==> src/rtl/timing_sequencer_if.sv <==
// Bundle between the decoder/predecode side and the T-state sequencer.
// The master drives the sequencing requests and the slave returns the timing strobes.
interface timing_sequencer_if #(
  parameter int NUM_T   = 7,
  parameter int STALL_W = 8
);
  logic               RDY;
  logic               TRES;
  logic               IRQ;
  logic               I_FLAG;
  logic               NMI;
  logic [NUM_T-1:0]   T;
  logic               T0;
  logic               T1;
  logic               SYNC;
  logic               FORCE_BRK;
  logic               RST_SEQ;
  logic               NMI_SEQ;
  logic [STALL_W-1:0] STALL_CNT;
  logic               OVF;

  modport master (
    output RDY, TRES, IRQ, I_FLAG, NMI,
    input  T, T0, T1, SYNC, FORCE_BRK, RST_SEQ, NMI_SEQ, STALL_CNT, OVF
  );

  modport slave (
    input  RDY, TRES, IRQ, I_FLAG, NMI,
    output T, T0, T1, SYNC, FORCE_BRK, RST_SEQ, NMI_SEQ, STALL_CNT, OVF
  );
endinterface

==> src/rtl/timing_sequencer.sv <==
// One-hot T-state generator with RDY stalls, early termination, interrupt
// latching into a forced BRK sequence, and sticky overrun detection.
module timing_sequencer #(
  parameter int NUM_T   = 7,
  parameter int STALL_W = 8
) (
  input  logic              PHI0,
  input  logic              RES,
  timing_sequencer_if.slave bus
);
  localparam logic [STALL_W-1:0] STALL_MAX = '1;
  localparam logic [NUM_T-1:0]   T_RESET   = {{(NUM_T-2){1'b0}}, 2'b10};

  logic [NUM_T-1:0]   t_reg;
  logic [NUM_T-1:0]   t_next;
  logic               force_brk_reg;
  logic               rst_seq_reg;
  logic               nmi_seq_reg;
  logic [STALL_W-1:0] stall_reg;
  logic               ovf_reg;
  logic               nmi_pend_reg;
  logic               nmi_q_reg;
  logic               nmi_edge;

  assign nmi_edge = bus.NMI & ~nmi_q_reg;

  // T0 always advances to T1; middle states either step or collapse to T0 on TRES.
  assign t_next[0] = t_reg[NUM_T-1] | (bus.TRES & (|t_reg[NUM_T-2:1]));

  generate
    for (genvar gi = 1; gi < NUM_T; gi++) begin : g_adv
      if (gi == 1) begin : g_first
        assign t_next[gi] = t_reg[0];
      end else begin : g_rest
        assign t_next[gi] = t_reg[gi-1] & ~bus.TRES;
      end
    end
  endgenerate

  always_ff @(posedge PHI0 or posedge RES) begin
    if (RES) begin
      t_reg         <= T_RESET;
      force_brk_reg <= 1'b1;
      rst_seq_reg   <= 1'b1;
      nmi_seq_reg   <= 1'b0;
      stall_reg     <= '0;
      ovf_reg       <= 1'b0;
      nmi_pend_reg  <= 1'b0;
      nmi_q_reg     <= 1'b0;
    end else begin
      nmi_q_reg <= bus.NMI;
      if (!bus.RDY) begin
        if (stall_reg != STALL_MAX) begin
          stall_reg <= stall_reg + 1'b1;
        end
        if (nmi_edge) begin
          nmi_pend_reg <= 1'b1;
        end
      end else begin
        t_reg <= t_next;
        if (t_reg[NUM_T-1] && !bus.TRES) begin
          ovf_reg <= 1'b1;
        end
        if (t_reg[0]) begin
          // Instruction boundary: an edge arriving right now counts as pending.
          stall_reg    <= '0;
          nmi_pend_reg <= 1'b0;
          if (nmi_pend_reg || nmi_edge) begin
            force_brk_reg <= 1'b1;
            nmi_seq_reg   <= 1'b1;
            rst_seq_reg   <= 1'b0;
          end else if (bus.IRQ && !bus.I_FLAG) begin
            force_brk_reg <= 1'b1;
            nmi_seq_reg   <= 1'b0;
            rst_seq_reg   <= 1'b0;
          end else begin
            force_brk_reg <= 1'b0;
            nmi_seq_reg   <= 1'b0;
            rst_seq_reg   <= 1'b0;
          end
        end else if (nmi_edge) begin
          nmi_pend_reg <= 1'b1;
        end
      end
    end
  end

  assign bus.T         = t_reg;
  assign bus.T0        = t_reg[0];
  assign bus.T1        = t_reg[1];
  assign bus.SYNC      = t_reg[1] & bus.RDY;
  assign bus.FORCE_BRK = force_brk_reg;
  assign bus.RST_SEQ   = rst_seq_reg;
  assign bus.NMI_SEQ   = nmi_seq_reg;
  assign bus.STALL_CNT = stall_reg;
  assign bus.OVF       = ovf_reg;
endmodule

==> src/flat_wrapper.sv <==
// flat-port wrapper written by rule: the top's interface ports become plain ports
module timing_sequencer_flat 
#(
  parameter int NUM_T   = 7,
  parameter int STALL_W = 8
)
  (PHI0, RES, bus_RDY, bus_TRES, bus_IRQ, bus_I_FLAG, bus_NMI, bus_T, bus_T0, bus_T1, bus_SYNC, bus_FORCE_BRK, bus_RST_SEQ, bus_NMI_SEQ, bus_STALL_CNT, bus_OVF);
  timing_sequencer_if #(.NUM_T(NUM_T), .STALL_W(STALL_W)) bus_i ();
  input  logic PHI0;
  input  logic RES;
  input wire logic [$bits(bus_i.RDY)-1:0] bus_RDY;
  input wire logic [$bits(bus_i.TRES)-1:0] bus_TRES;
  input wire logic [$bits(bus_i.IRQ)-1:0] bus_IRQ;
  input wire logic [$bits(bus_i.I_FLAG)-1:0] bus_I_FLAG;
  input wire logic [$bits(bus_i.NMI)-1:0] bus_NMI;
  output wire logic [$bits(bus_i.T)-1:0] bus_T;
  output wire logic [$bits(bus_i.T0)-1:0] bus_T0;
  output wire logic [$bits(bus_i.T1)-1:0] bus_T1;
  output wire logic [$bits(bus_i.SYNC)-1:0] bus_SYNC;
  output wire logic [$bits(bus_i.FORCE_BRK)-1:0] bus_FORCE_BRK;
  output wire logic [$bits(bus_i.RST_SEQ)-1:0] bus_RST_SEQ;
  output wire logic [$bits(bus_i.NMI_SEQ)-1:0] bus_NMI_SEQ;
  output wire logic [$bits(bus_i.STALL_CNT)-1:0] bus_STALL_CNT;
  output wire logic [$bits(bus_i.OVF)-1:0] bus_OVF;
  assign bus_i.RDY = bus_RDY;
  assign bus_i.TRES = bus_TRES;
  assign bus_i.IRQ = bus_IRQ;
  assign bus_i.I_FLAG = bus_I_FLAG;
  assign bus_i.NMI = bus_NMI;
  assign bus_T = bus_i.T;
  assign bus_T0 = bus_i.T0;
  assign bus_T1 = bus_i.T1;
  assign bus_SYNC = bus_i.SYNC;
  assign bus_FORCE_BRK = bus_i.FORCE_BRK;
  assign bus_RST_SEQ = bus_i.RST_SEQ;
  assign bus_NMI_SEQ = bus_i.NMI_SEQ;
  assign bus_STALL_CNT = bus_i.STALL_CNT;
  assign bus_OVF = bus_i.OVF;
  timing_sequencer #(.NUM_T(NUM_T), .STALL_W(STALL_W)) u_core (.PHI0(PHI0), .RES(RES), .bus(bus_i));
endmodule
==> config.mk <==
export PLATFORM = sky130hd
export DESIGN_NAME = timing_sequencer_flat
export DESIGN_NICKNAME = d
export VERILOG_FILES = /design/src/rtl/timing_sequencer_if.sv /design/src/rtl/timing_sequencer.sv /design/src/flat_wrapper.sv
export SDC_FILE = /design/constraint.sdc
export NUM_CORES = 1
export LEC_CHECK = 0
export CELL_PAD_IN_SITES_DETAIL_PLACEMENT = 1
export CELL_PAD_IN_SITES_GLOBAL_PLACEMENT = 2
export CORE_MARGIN = 2
export CORE_UTILIZATION = 30
export CTS_CLUSTER_SIZE = 16
export DETAILED_ROUTE_END_ITERATION = 6
export PLACE_DENSITY_LB_ADDON = 0.1
export SETUP_SLACK_MARGIN = 0.02
export SLEW_MARGIN = 20
export SYNTH_ARGS = -nofsm -noshare
export SYNTH_HDL_FRONTEND = slang
export SYNTH_SLANG_ARGS = --single-unit
==> constraint.sdc <==
create_clock -name PHI0 -period 3.4 [get_ports PHI0]
set_input_delay 0.68 -clock PHI0 [delete_from_list [all_inputs] [get_ports PHI0]]
set_output_delay 0.68 -clock PHI0 [all_outputs]
set_load 0.01 [all_outputs]
**Word-level counts from Yosys, hierarchy flattened**

Index checks and enable logic that the tools add are counted.

- $add $sub $neg: 1
- Equality and inequality tests: 2
- Mux-type cells: 9
- Bitwise logic cells: 11
- Reductions and logical operators: 10

Operators by type and width:

| operator | number |
|---|---|
| two-way mux 8 bit | 3 |
| adder 8 x 1 -> 8 bit, second input constant | 1 |
| AND 1 bit | 8 |
| inequality test 8 bit, second input constant | 1 |
| two-way mux 1 bit | 6 |
| AND reduction 2 bit | 3 |
| OR reduction 5 bit | 1 |
| logical AND 1 bit | 2 |
| zero test 1 bit | 2 |
| inequality test 2 x 1 -> 1 bit, second input constant | 1 |
| inverter 1 bit | 2 |
| nonzero test 2 bit | 1 |
| logical OR 1 bit | 1 |
| OR 1 bit | 1 |

- Register bits after elaboration: 21
- Bits of input ports: 7
- Output and inout bits: 22

**Depth between registers and ports, before layout**

- Depth in word-level cells: 5
- Mapped depth: 4
- Mapped depth without buffers: 4

**Least setup slack after synthesis**

OpenSTA, ideal clock, no wires.

- Kind: input-to-output
- Start: input port bus_RDY
- End: output port bus_SYNC
- Arrival time: 1.178 ns
- Required time: 2.720 ns
- Slack: 1.542 ns
- Stages: 4
- Path buffers: 2
- Path through: buf_2 buf_2 nand2_1 inv_1

- Longest elaborated chain between the ends: 1

Ends and longest elaborated chain:

| what | RTL line | RTL |
|---|---|---|
| from (decl) | flat_wrapper.sv:11 | `input wire logic [$bits(bus_i.RDY)-1:0] bus_RDY;` |
| AND 1 bit | timing_sequencer.sv:91 | `assign bus.SYNC = t_reg[1] & bus.RDY;` |
| to (decl) | flat_wrapper.sv:19 | `output wire logic [$bits(bus_i.SYNC)-1:0] bus_SYNC;` |

Every way passes these cells.

**Worst setup path after layout**

Same ends and word-level chain as after synthesis.

==> flow_metrics.tcl <==
set metrics [dict create \
    viasPerCell 5.10 \
    numCtsBuffers 3 \
    startpoint "bus_RDY" \
    firstDrtPassIters 4 \
    antenna_found_initial 0 \
    slew_violations 0 \
    crit_required_ns 2.72 \
    synthFlopType "dfrtp_1" \
    finClkSkew_ns 0.00444 \
    crit_fanout 2 \
    cts-root-buf "clkbuf_4" \
    timing.rr.end "u_core.bus.STALL_CNT[1]$_DFFE_PP0P_" \
    globalRouteTotalUtil_pct 14.5 \
    fp.dieW_um 62.5 \
    final_hold_viol_count 0 \
    holdPathEnd "u_core.bus.OVF$_DFFE_PP0P_" \
    tritoncts "done" \
    rows 21 \
    htree_levels 1 \
    worstMarginPinSlew_ns 0.808 \
    overflow 0 \
    holdWs_ns 0.496 \
    cts_resized 0 \
    routedWlPerCell_um 14.9 \
    place_hpwl_mm 1.84 \
    num_antenna_cells 0 \
    post_cts_buffers 0 \
    min-delay-start "u_core.bus.OVF$_DFFE_PP0P_" \
    yosysTopAreaCellShare_pct 43.8 \
    multiInputGateArea_um2 419 \
    crit_arrival_ns 1.86 \
    finalWorstPathRequiredPeriod_ns 2.54 \
    fmax_mhz 393 \
    synthCells 103 \
    clock_latency_ns 0.32 \
    portBuffers 28 \
    gp_congestion 0.735 \
    drt_iter0_drc 10 \
    rsz0062_at_grt "false" \
    maxCapViolations 0 \
    setup_tns_ns 0 \
    num_vias 898 \
    r2r-start "u_core.bus.STALL_CNT[0]$_DFFE_PP0P_" \
    nNetsFinal 139 \
    synth.cell_area_um2 1030 \
    ctsHoldBuffers 0 \
    ys_warn_count 0 \
    initial_core_util_pct 31.0 \
    r2r_cells 4 \
    p_leak_uw 0.000562 \
    nFillCells 393 \
    stdcell_area_um2 1370 \
    ys_types 35 \
    path_clk_slew_ns 0.13 \
    ys_seq_area_share_pct 51.5 \
    syn_nets 111 \
    area_growth_pct 33.0 \
    powerDensity_nw_per_um2 433 \
    reg2reg_slack_ns 1.81 \
    place_area_um2 1340 \
    grt_pass1_vias 941 \
    io_pins 29 \
    dieArea_um2 3910 \
    avgSynthCellArea_um2 9.97 \
    ant_nets 0 \
    wirelength_mm 2.63 \
    largest_reg_flops 8 \
    regArea_um2 529 \
    status "finished, final reports clean" \
    synthArstFlopShare_pct 100 \
    die_height_um 62.5 \
    synth.area.top_cells "dfrtp_1 (44%), dfstp_2 (7.7%), inv_1 (4.4%), nand2_1 (4.0%), o22ai_1 (3.0%)" \
    setup_viol 0 \
    synth_area_leader_cell "dfrtp_1" \
    slew_headroom_pct 46.1 \
    drc 0 \
    worstSetupEndpointType "output pin" \
    grt_first_pass_wirelength_mm 4.48 \
    clock_path_buffers 2 \
    post-route-period-util_pct 74.8 \
    start_kind "primary input" \
    layout-drive-gt1-share_pct 10.0 \
    clkSinkCount 21 \
    hp-class "reg2reg" \
    synth-edff-count 0 \
    coreArea_um2 3310 \
    ys_ff_latch 21 \
    grt_max_degree 33 \
    ir_drop_v 0.000168 \
    holdPathStages 1 \
    crit_type "in2out" \
]
## critical path: stages
cell,delay [ns]
clkdlybuf4s50_1,0.51
nand2_1,0.09
inv_1,0.06
clkdlybuf4s50_1,0.53
## per-layer routing
layer / GRT usage (%) / part of all wire (%) / vias up
li1: - / - / 426
met1: 19.2 / 49 / 458
met2: 23.1 / 47 / 12
met3: 2.52 / 2.4 / 2
met4: 6.67 / 0.72 / 0
met5: 0 / 0 / -
## Yosys cell counts, types with 3 or more instances
library cell and count:
a21oi_1 6, dfrtp_1 18, o21ai_0 5, buf_2 3
inv_1 12, dfstp_2 3, o22ai_1 5, a31oi_1 3
nand2_1 11
## worst max-delay path by stage
stage,endpoint,slack [ns]
finish,bus_SYNC,0.86
global route,bus_SYNC,0.80
CTS,bus_SYNC,0.84
detailed placement,bus_SYNC,0.84
global placement,bus_SYNC,0.85
floorplan,bus_SYNC,1.54
## placed cells by master (no fill, tap or decap), types with 2 or more instances in the layout
master,n
nand2_1,11
o22ai_1,5
inv_1,12
a21oi_1,6
dfrtp_1,18
o2bb2ai_1,2
clkbuf_4,3
or2b_1,2
o21ai_0,5
dfstp_2,3
a31oi_1,3
a21boi_0,2
nand3_1,2
a41oi_1,2
nor2b_1,2
nor2_1,2
and4b_2,2
a221o_1,2
clkdlybuf4s50_1,28
a221oi_1,2
## stage by stage
stage / total power (uW) / cells / worst slack [ns] / utilization (%)
after floorplan: 383 / 103 / 1.54 / -
after global placement: 463 / 172 / 0.847 / 40.4
after detailed placement: 468 / 172 / 0.839 / 40.4
after CTS: 601 / 176 / 0.839 / 41.3
after global routing: 629 / 176 / 0.803 / 41.3
final: 592 / 176 / 0.858 / 41.3
## cells by family after synthesis
group | Yosys count | synth area share, %
DFF | 21 | 51.5
AOI/OAI and AO/OA | 32 | 21.2
and+or+nand+nor | 31 | 18.4
buffers and inverters | 18 | 7.67
adders and majority gates | 1 | 1.22
## report_power, final
group	internal [uW]	leakage [uW]	switching (uW)
logic	82.8	0.000277	63.2
clock network	44.0	0.0000177	87.5
registers	281	0.000268	33.8
total	408	0.000562	185
## area by class of cell
cell class	instances	share of cell area, %
clock buffer	3	1.65
clock inverter	1	0.366
inverter	12	3.30
multi-input combinational	64	30.7
sequential	21	38.7
tap	46	4.21
timing repair buffer	29	21.1
Power figures use the tool's default switching activity.
